==> config.mk <==
export PLATFORM = sky130hd
export DESIGN_NAME = fifo_word_assembler_flat
export DESIGN_NICKNAME = d
export VERILOG_FILES = /design/src/rtl/fifo_word_assembler_if.sv /design/src/rtl/fifo_word_assembler.sv /design/src/flat_wrapper.sv
export SDC_FILE = /design/constraint.sdc
export NUM_CORES = 1
export LEC_CHECK = 0
export ABC_CLOCK_PERIOD_IN_PS = 1600
export BUFFER_PORTS_ARGS = -buffer_cell sky130_fd_sc_hd__buf_4
export CAP_MARGIN = 20
export CORE_MARGIN = 1
export CORE_UTILIZATION = 49
export CTS_CLUSTER_SIZE = 24
export DETAILED_ROUTE_END_ITERATION = 10
export PLACE_DENSITY_LB_ADDON = 0.3
export REMOVE_ABC_BUFFERS = 1
export SLEW_MARGIN = 20
export SYNTH_ARGS = -nofsm -noshare
export SYNTH_HDL_FRONTEND = slang
export SYNTH_SLANG_ARGS = --single-unit
==> constraint.sdc <==
create_clock -name clk -period 1.6 [get_ports clk]
set_clock_uncertainty 0.1 [all_clocks]
set_input_delay 0.08 -clock clk [delete_from_list [all_inputs] [get_ports clk]]
set_output_delay 0.08 -clock clk [all_outputs]
set_load 0.01 [all_outputs]
==> src/rtl/fifo_word_assembler_if.sv <==
// fifo_word_assembler_if: FIFO-head pop port and assembled-word valid/ready port.
interface fifo_word_assembler_if #(
    parameter int BITS  = 8,
    parameter int COUNT = 2
);
    logic                  fifo_valid;
    logic [BITS-1:0]       fifo_entry;
    logic                  fifo_remove;
    logic                  out_valid;
    logic                  out_ready;
    logic [BITS*COUNT-1:0] out_word;
    modport master (
        input  fifo_valid, fifo_entry, out_ready,
        output fifo_remove, out_valid, out_word
    );
    modport slave (
        output fifo_valid, fifo_entry, out_ready,
        input  fifo_remove, out_valid, out_word
    );
endinterface

==> src/rtl/fifo_word_assembler.sv <==
// fifo_word_assembler: pops COUNT FIFO entries and presents them as one registered word.
module fifo_word_assembler #(
    parameter int BITS  = 8,
    parameter int COUNT = 2
) (
    input  logic                   clk,
    input  logic                   reset_n,
    input  logic                   flush,
    fifo_word_assembler_if.master  bus
);
    localparam int CW = $clog2(COUNT + 1);
    logic [CW-1:0]         count, count_nxt, k;
    logic                  valid, accept, remove;
    logic [BITS*COUNT-1:0] word, word_nxt;
    // An accepted word frees every slot, so a pop in that cycle restarts at slot 0.
    always_comb begin
        accept    = valid && bus.out_ready;
        remove    = reset_n && bus.fifo_valid && !flush && (!valid || bus.out_ready);
        k         = accept ? '0 : count;
        count_nxt = flush ? '0 : accept ? CW'(remove) : remove ? count + CW'(1) : count;
        word_nxt  = word;
        for (int i = 0; i < COUNT; i++)
            if (remove && k == CW'(i)) word_nxt[i*BITS +: BITS] = bus.fifo_entry;
    end
    always_ff @(posedge clk) begin
        if (!reset_n) begin
            count <= '0;
            valid <= 1'b0;
            word  <= '0;
        end else begin
            count <= count_nxt;
            valid <= count_nxt == CW'(COUNT);
            word  <= word_nxt;
        end
    end
    assign bus.fifo_remove = remove;
    assign bus.out_valid   = valid;
    assign bus.out_word    = word;
endmodule

==> src/flat_wrapper.sv <==
// flat-port wrapper written by rule: the top's interface ports become plain ports
module fifo_word_assembler_flat 
#(
    parameter int BITS  = 8,
    parameter int COUNT = 2
)
  (clk, reset_n, flush, bus_fifo_valid, bus_fifo_entry, bus_out_ready, bus_fifo_remove, bus_out_valid, bus_out_word);
  fifo_word_assembler_if #(.BITS(BITS), .COUNT(COUNT)) bus_i ();
  input  logic clk;
  input  logic reset_n;
  input  logic flush;
  input wire logic [$bits(bus_i.fifo_valid)-1:0] bus_fifo_valid;
  input wire logic [$bits(bus_i.fifo_entry)-1:0] bus_fifo_entry;
  input wire logic [$bits(bus_i.out_ready)-1:0] bus_out_ready;
  output wire logic [$bits(bus_i.fifo_remove)-1:0] bus_fifo_remove;
  output wire logic [$bits(bus_i.out_valid)-1:0] bus_out_valid;
  output wire logic [$bits(bus_i.out_word)-1:0] bus_out_word;
  assign bus_i.fifo_valid = bus_fifo_valid;
  assign bus_i.fifo_entry = bus_fifo_entry;
  assign bus_i.out_ready = bus_out_ready;
  assign bus_fifo_remove = bus_i.fifo_remove;
  assign bus_out_valid = bus_i.out_valid;
  assign bus_out_word = bus_i.out_word;
  fifo_word_assembler #(.BITS(BITS), .COUNT(COUNT)) u_core (.clk(clk), .reset_n(reset_n), .flush(flush), .bus(bus_i));
endmodule
* After elaboration in Yosys (flattened, before gate mapping)
Index checks and enable logic that the tools add are counted.
W data, S select, Z words.
** Storage, ports and cells
- Register bits :: 19
- Bits of input ports :: 13
- Output and inout port bits :: 18
- Word-level logic and storage cells :: 21
** Cells by class
- $add $sub $neg :: 1
- Equality and inequality tests :: 2
- Mux-type cells :: 4
- Reductions and logical operators :: 10
** Operators by type and width (count)
- $mux W2 :: 4
- $logic_and A1 B1 Y1 :: 6
- $add A2 B1 Y2 const B :: 1
- $eq A2 B1 Y1 const B :: 1
- $eq A2 B2 Y1 const B :: 1
- $logic_not A1 Y1 :: 2
- $logic_not A2 Y1 :: 1
- $logic_or A1 B1 Y1 :: 1

* Depth between registers and ports, before layout
- Word-level depth :: 7
- Depth in mapped cells :: 5
- Mapped depth without buffers :: 3

* Worst setup path after synthesis
Ideal clock, no wire load.
- Path type :: register to register
- From :: register u_core.valid, in the netlist u_core.bus.out_valid
- To :: register u_core.word[0], in the netlist u_core.bus.out_word[0]
- Setup time :: 0.115 ns
- Arrival :: 1.103 ns
- Required time :: 1.385 ns
- Setup slack :: 0.282 ns
- Stages on the path, launching flop included :: 5
- Buffers on the path :: 1
- Period minus slack after synthesis :: 1.318 ns
- Path through :: dfxtp_1 o2bb2ai_4 and3_4 buf_6 o21ai_2
** On the way
- Longest elaborated chain between the ends :: 4
- Elaborated cells on any way between the ends :: 7
- Those cells by class :: mux: 1; reduce/logical: 6
** RTL lines
- start, declared :: line fifo_word_assembler.sv:13 : logic valid, accept, remove;
- start signal, assigned :: line fifo_word_assembler.sv:32 : valid <= count_nxt == CW'(COUNT);
- $logic_and A1 B1 Y1 or $logic_not A1 Y1 (tied branches) :: line fifo_word_assembler.sv:17, fifo_word_assembler.sv:18
- $mux W2 or $logic_or A1 B1 Y1 (tied branches) :: line fifo_word_assembler.sv:19, fifo_word_assembler.sv:18
- $logic_not A2 Y1 or $logic_and A1 B1 Y1 (tied branches) :: line fifo_word_assembler.sv:23, fifo_word_assembler.sv:18
- $logic_and A1 B1 Y1 (*) :: line fifo_word_assembler.sv:23 : if (remove && k == CW'(i)) word_nxt[i*BITS +: BITS] = bus.fifo_entry;
- end signal, assigned :: line fifo_word_assembler.sv:33 : word <= word_nxt;
- end, declared :: line fifo_word_assembler.sv:14 : logic [BITS*COUNT-1:0] word, word_nxt;
Every way passes the cells marked *; elsewhere a longest branch is shown, timed or not.
A chain may end at the register's enable or synchronous reset.

* Final worst setup path
- From :: register u_core.valid, in the netlist u_core.bus.out_valid
- To :: output bus_fifo_remove
** On the way
- Longest elaborated chain between the ends :: 3
** RTL lines
- $logic_not A1 Y1 :: line fifo_word_assembler.sv:18 : remove = reset_n && bus.fifo_valid && !flush && (!valid || bus.out_ready);
- $logic_or A1 B1 Y1 :: line fifo_word_assembler.sv:18
- $logic_and A1 B1 Y1 :: line fifo_word_assembler.sv:18
- end, declared :: line flat_wrapper.sv:15 : output wire logic [$bits(bus_i.fifo_remove)-1:0] bus_fifo_remove;
Every way passes these cells.

==> results.cfg <==
[route]
met2_length_mm = 1.053
first_pass_iters = 5
m1WireLength_microns = 957
via_per_inst = 5.459
wl_met3_microns = 75
wl_mm = 2.124
dr.max_layer_used = met4
drtAntennaViolNets = 0
wire_per_inst_microns = 13.53
remaining_drc_errors = 0
vias = 857
drt_iter0_markers = 15

[layout]
final_core_util = 0.6961
drive_gt1_frac = 0.3788
syn2layout_area_growth_pct = 29.67
n_antenna_cell = 0
mostFrequentLayoutCell = buf_4
nNetsFinal = 146
final_cell_mix = buf_4, dfxtp_1, nand2_1, o21ai_2
stdcell_area_sq_um = 1241

[synth]
synthesis.area_sq_um = 957.2
synth-edff-count = 0
ys_seq_elements = 19
synthArstFlopShare = 0
synth.avg_cell_area_sq_um = 9.668
synth_seq_area_share = 0.3974
synthCells = 99
ys.flop_type = dfxtp_1
ys_warn_count = 0
synth.distinct_cells = 29

[sta]
setup_viol = 0
maxSlewHeadroom = 0.6804
finalCritPeriodShare = 0.8909
period_needed_ns = 1.425
hold_slack_ns = 0.01166
hold_viol_final = 0
max_freq_ghz = 0.7016
finalMaxSlewViolations = 0
worst_pin_slew_ns = 0.4773
finalSetupTns_ns = 0
rsz0062_at_grt = false

[job]
drv_cap = 0

[grt]
track_usage = 0.2199
grt_pass1_wl_mm = 3.429
grt_overflow = 0
grt_pass1_vias = 755
grt_max_degree = 21
grt_antenna_before_repair = 0

[critical_path]
critPathRequiredTime_ns = 1.42
cp.arrival_ns = 1.25
rr_startpoint = u_core.count[1]
critPathLaunch = u_core.bus.out_valid
path_max_fanout = 10
start_kind = flip-flop
worstPathCellList = nand2b_2, and2_1, buf_4
worst_setup_path_end_kind = primary output
critPathMaxStageDelay_ns = 0.46
cp_slowest_cell = dfxtp_2
path_class = flip-flop to primary output

[cts]
clkSlewWorstSetupHoldPaths_ns = 0.11
htree_levels = 1
cts-root-buf = clkbuf_4
cts_buffers = 3
cts_setup_buffers = 0
cts.sinks = 19
tritoncts = done
cts_max_path_buffers = 2
clk_latency_ns = 0.30

[worst_hold_path]
hold_start = bus_fifo_valid
hold_class = input pin to flip-flop

[die]
start_util = 0.5368
fp.dieH_microns = 46.20
core_area_sq_um = 1783
fp-row-count = 15
io_pins = 31
die_w_microns = 46.20
dieArea_sq_um = 2134

[outcome]
status = finished, final reports clean

[pwr]
cellPowerDensity_nw_per_um2 = 723.8
peakVddDrop_v = 0.0006378
p_leak_nw = 0.5052

[placement]
dp_hpwl_mm = 1.510
place_congestion = 0.7825
io_buffers = 30
dpl_cell_area_sq_um = 1132
-- registers in the layout, indices dropped and copies added, names as in the netlist --
signal,count
u_core.count,2
u_core.bus.out_valid,1
u_core.bus.out_word,16
-- cell type report --
class | instances | area (sq um)
repair buffers | 38 | 305.3
inverters | 1 | 3.754
clock inverters | 1 | 5.005
flip-flops and latches | 19 | 381.6
multi-input cells | 70 | 491.7
well taps | 25 | 31.28
fillers | 143 | 541.8
clock buffers | 3 | 22.52
-- worst paths after layout --
kind | to | slack [ns] | cells after the start
setup / recovery | bus_fifo_remove | 0.17 | 3
setup reg to reg | u_core.bus.out_word[11] | 0.22 | 3
hold / removal | u_core.count[0] | 0.01 | 3
hold reg to reg | u_core.bus.out_word[6] | 0.37 | 2
-- through the flow --
step	total power [mW]	std cells	setup WS, ns
after global placement	0.6332	145	0.2522
after detailed placement	0.6368	145	0.2229
after global routing	0.9283	157	0.06270
after floorplan	0.5679	90	0.3182
after CTS	0.8997	157	0.03217
final	0.8984	157	0.1746
-- cells in the mapped netlist (2+ instances only) --
master	instances	area share
buf_6	6	0.071
nand3b_1	2	0.016
and3b_2	2	0.021
nand3_1	8	0.042
dfxtp_1	19	0.40
a21oi_1	2	0.010
o21ai_1	7	0.037
or3b_1	2	0.018
nand4_1	8	0.052
o21ai_2	9	0.082
a21boi_1	8	0.063
nand2_1	9	0.035
-- kinds of logic (layout without fill, tap and decap cells) --
group / count (synthesis) / in the layout / synth area share
buf+inv: 10 / 43 / 0.08887
flops: 19 / 19 / 0.3974
xor+xnor: 1 / 1 / 0.009152
mux: 1 / 1 / 0.01046
compound gates: 31 / 31 / 0.2523
simple gates: 37 / 37 / 0.2418
-- power breakdown --
part	leakage, nW	internal [mW]	switching, mW
clock network	0.0177	0.0934	0.161
registers	0.155	0.488	0.0124
logic	0.333	0.0747	0.0686
-- layer usage --
| metal | vias to the layer above | track usage |
|---|---|---|
| met5 | - | 0 |
| met4 | 0 | 0.07059 |
| met3 | 7 | 0.02353 |
| met2 | 25 | 0.3944 |
| met1 | 398 | 0.2701 |
| li1 | 427 | - |
-- worst max-delay path, delay by kind of cell (launching register included) --
kind	cells	cell delay, ns
buffers and inverters	1	0.14
DFF	1	0.46
and+or+nand+nor	2	0.35
-- repair_timing --
item | 4_1_cts | 5_1_grt
hold buffers | 8 | 0
endpoints found under the hold margin | 16 | 0
endpoints found under the setup margin | 0 | 1
gates resized for setup | 0 | 1
Note: power is estimated with default switching activity, not from simulation.
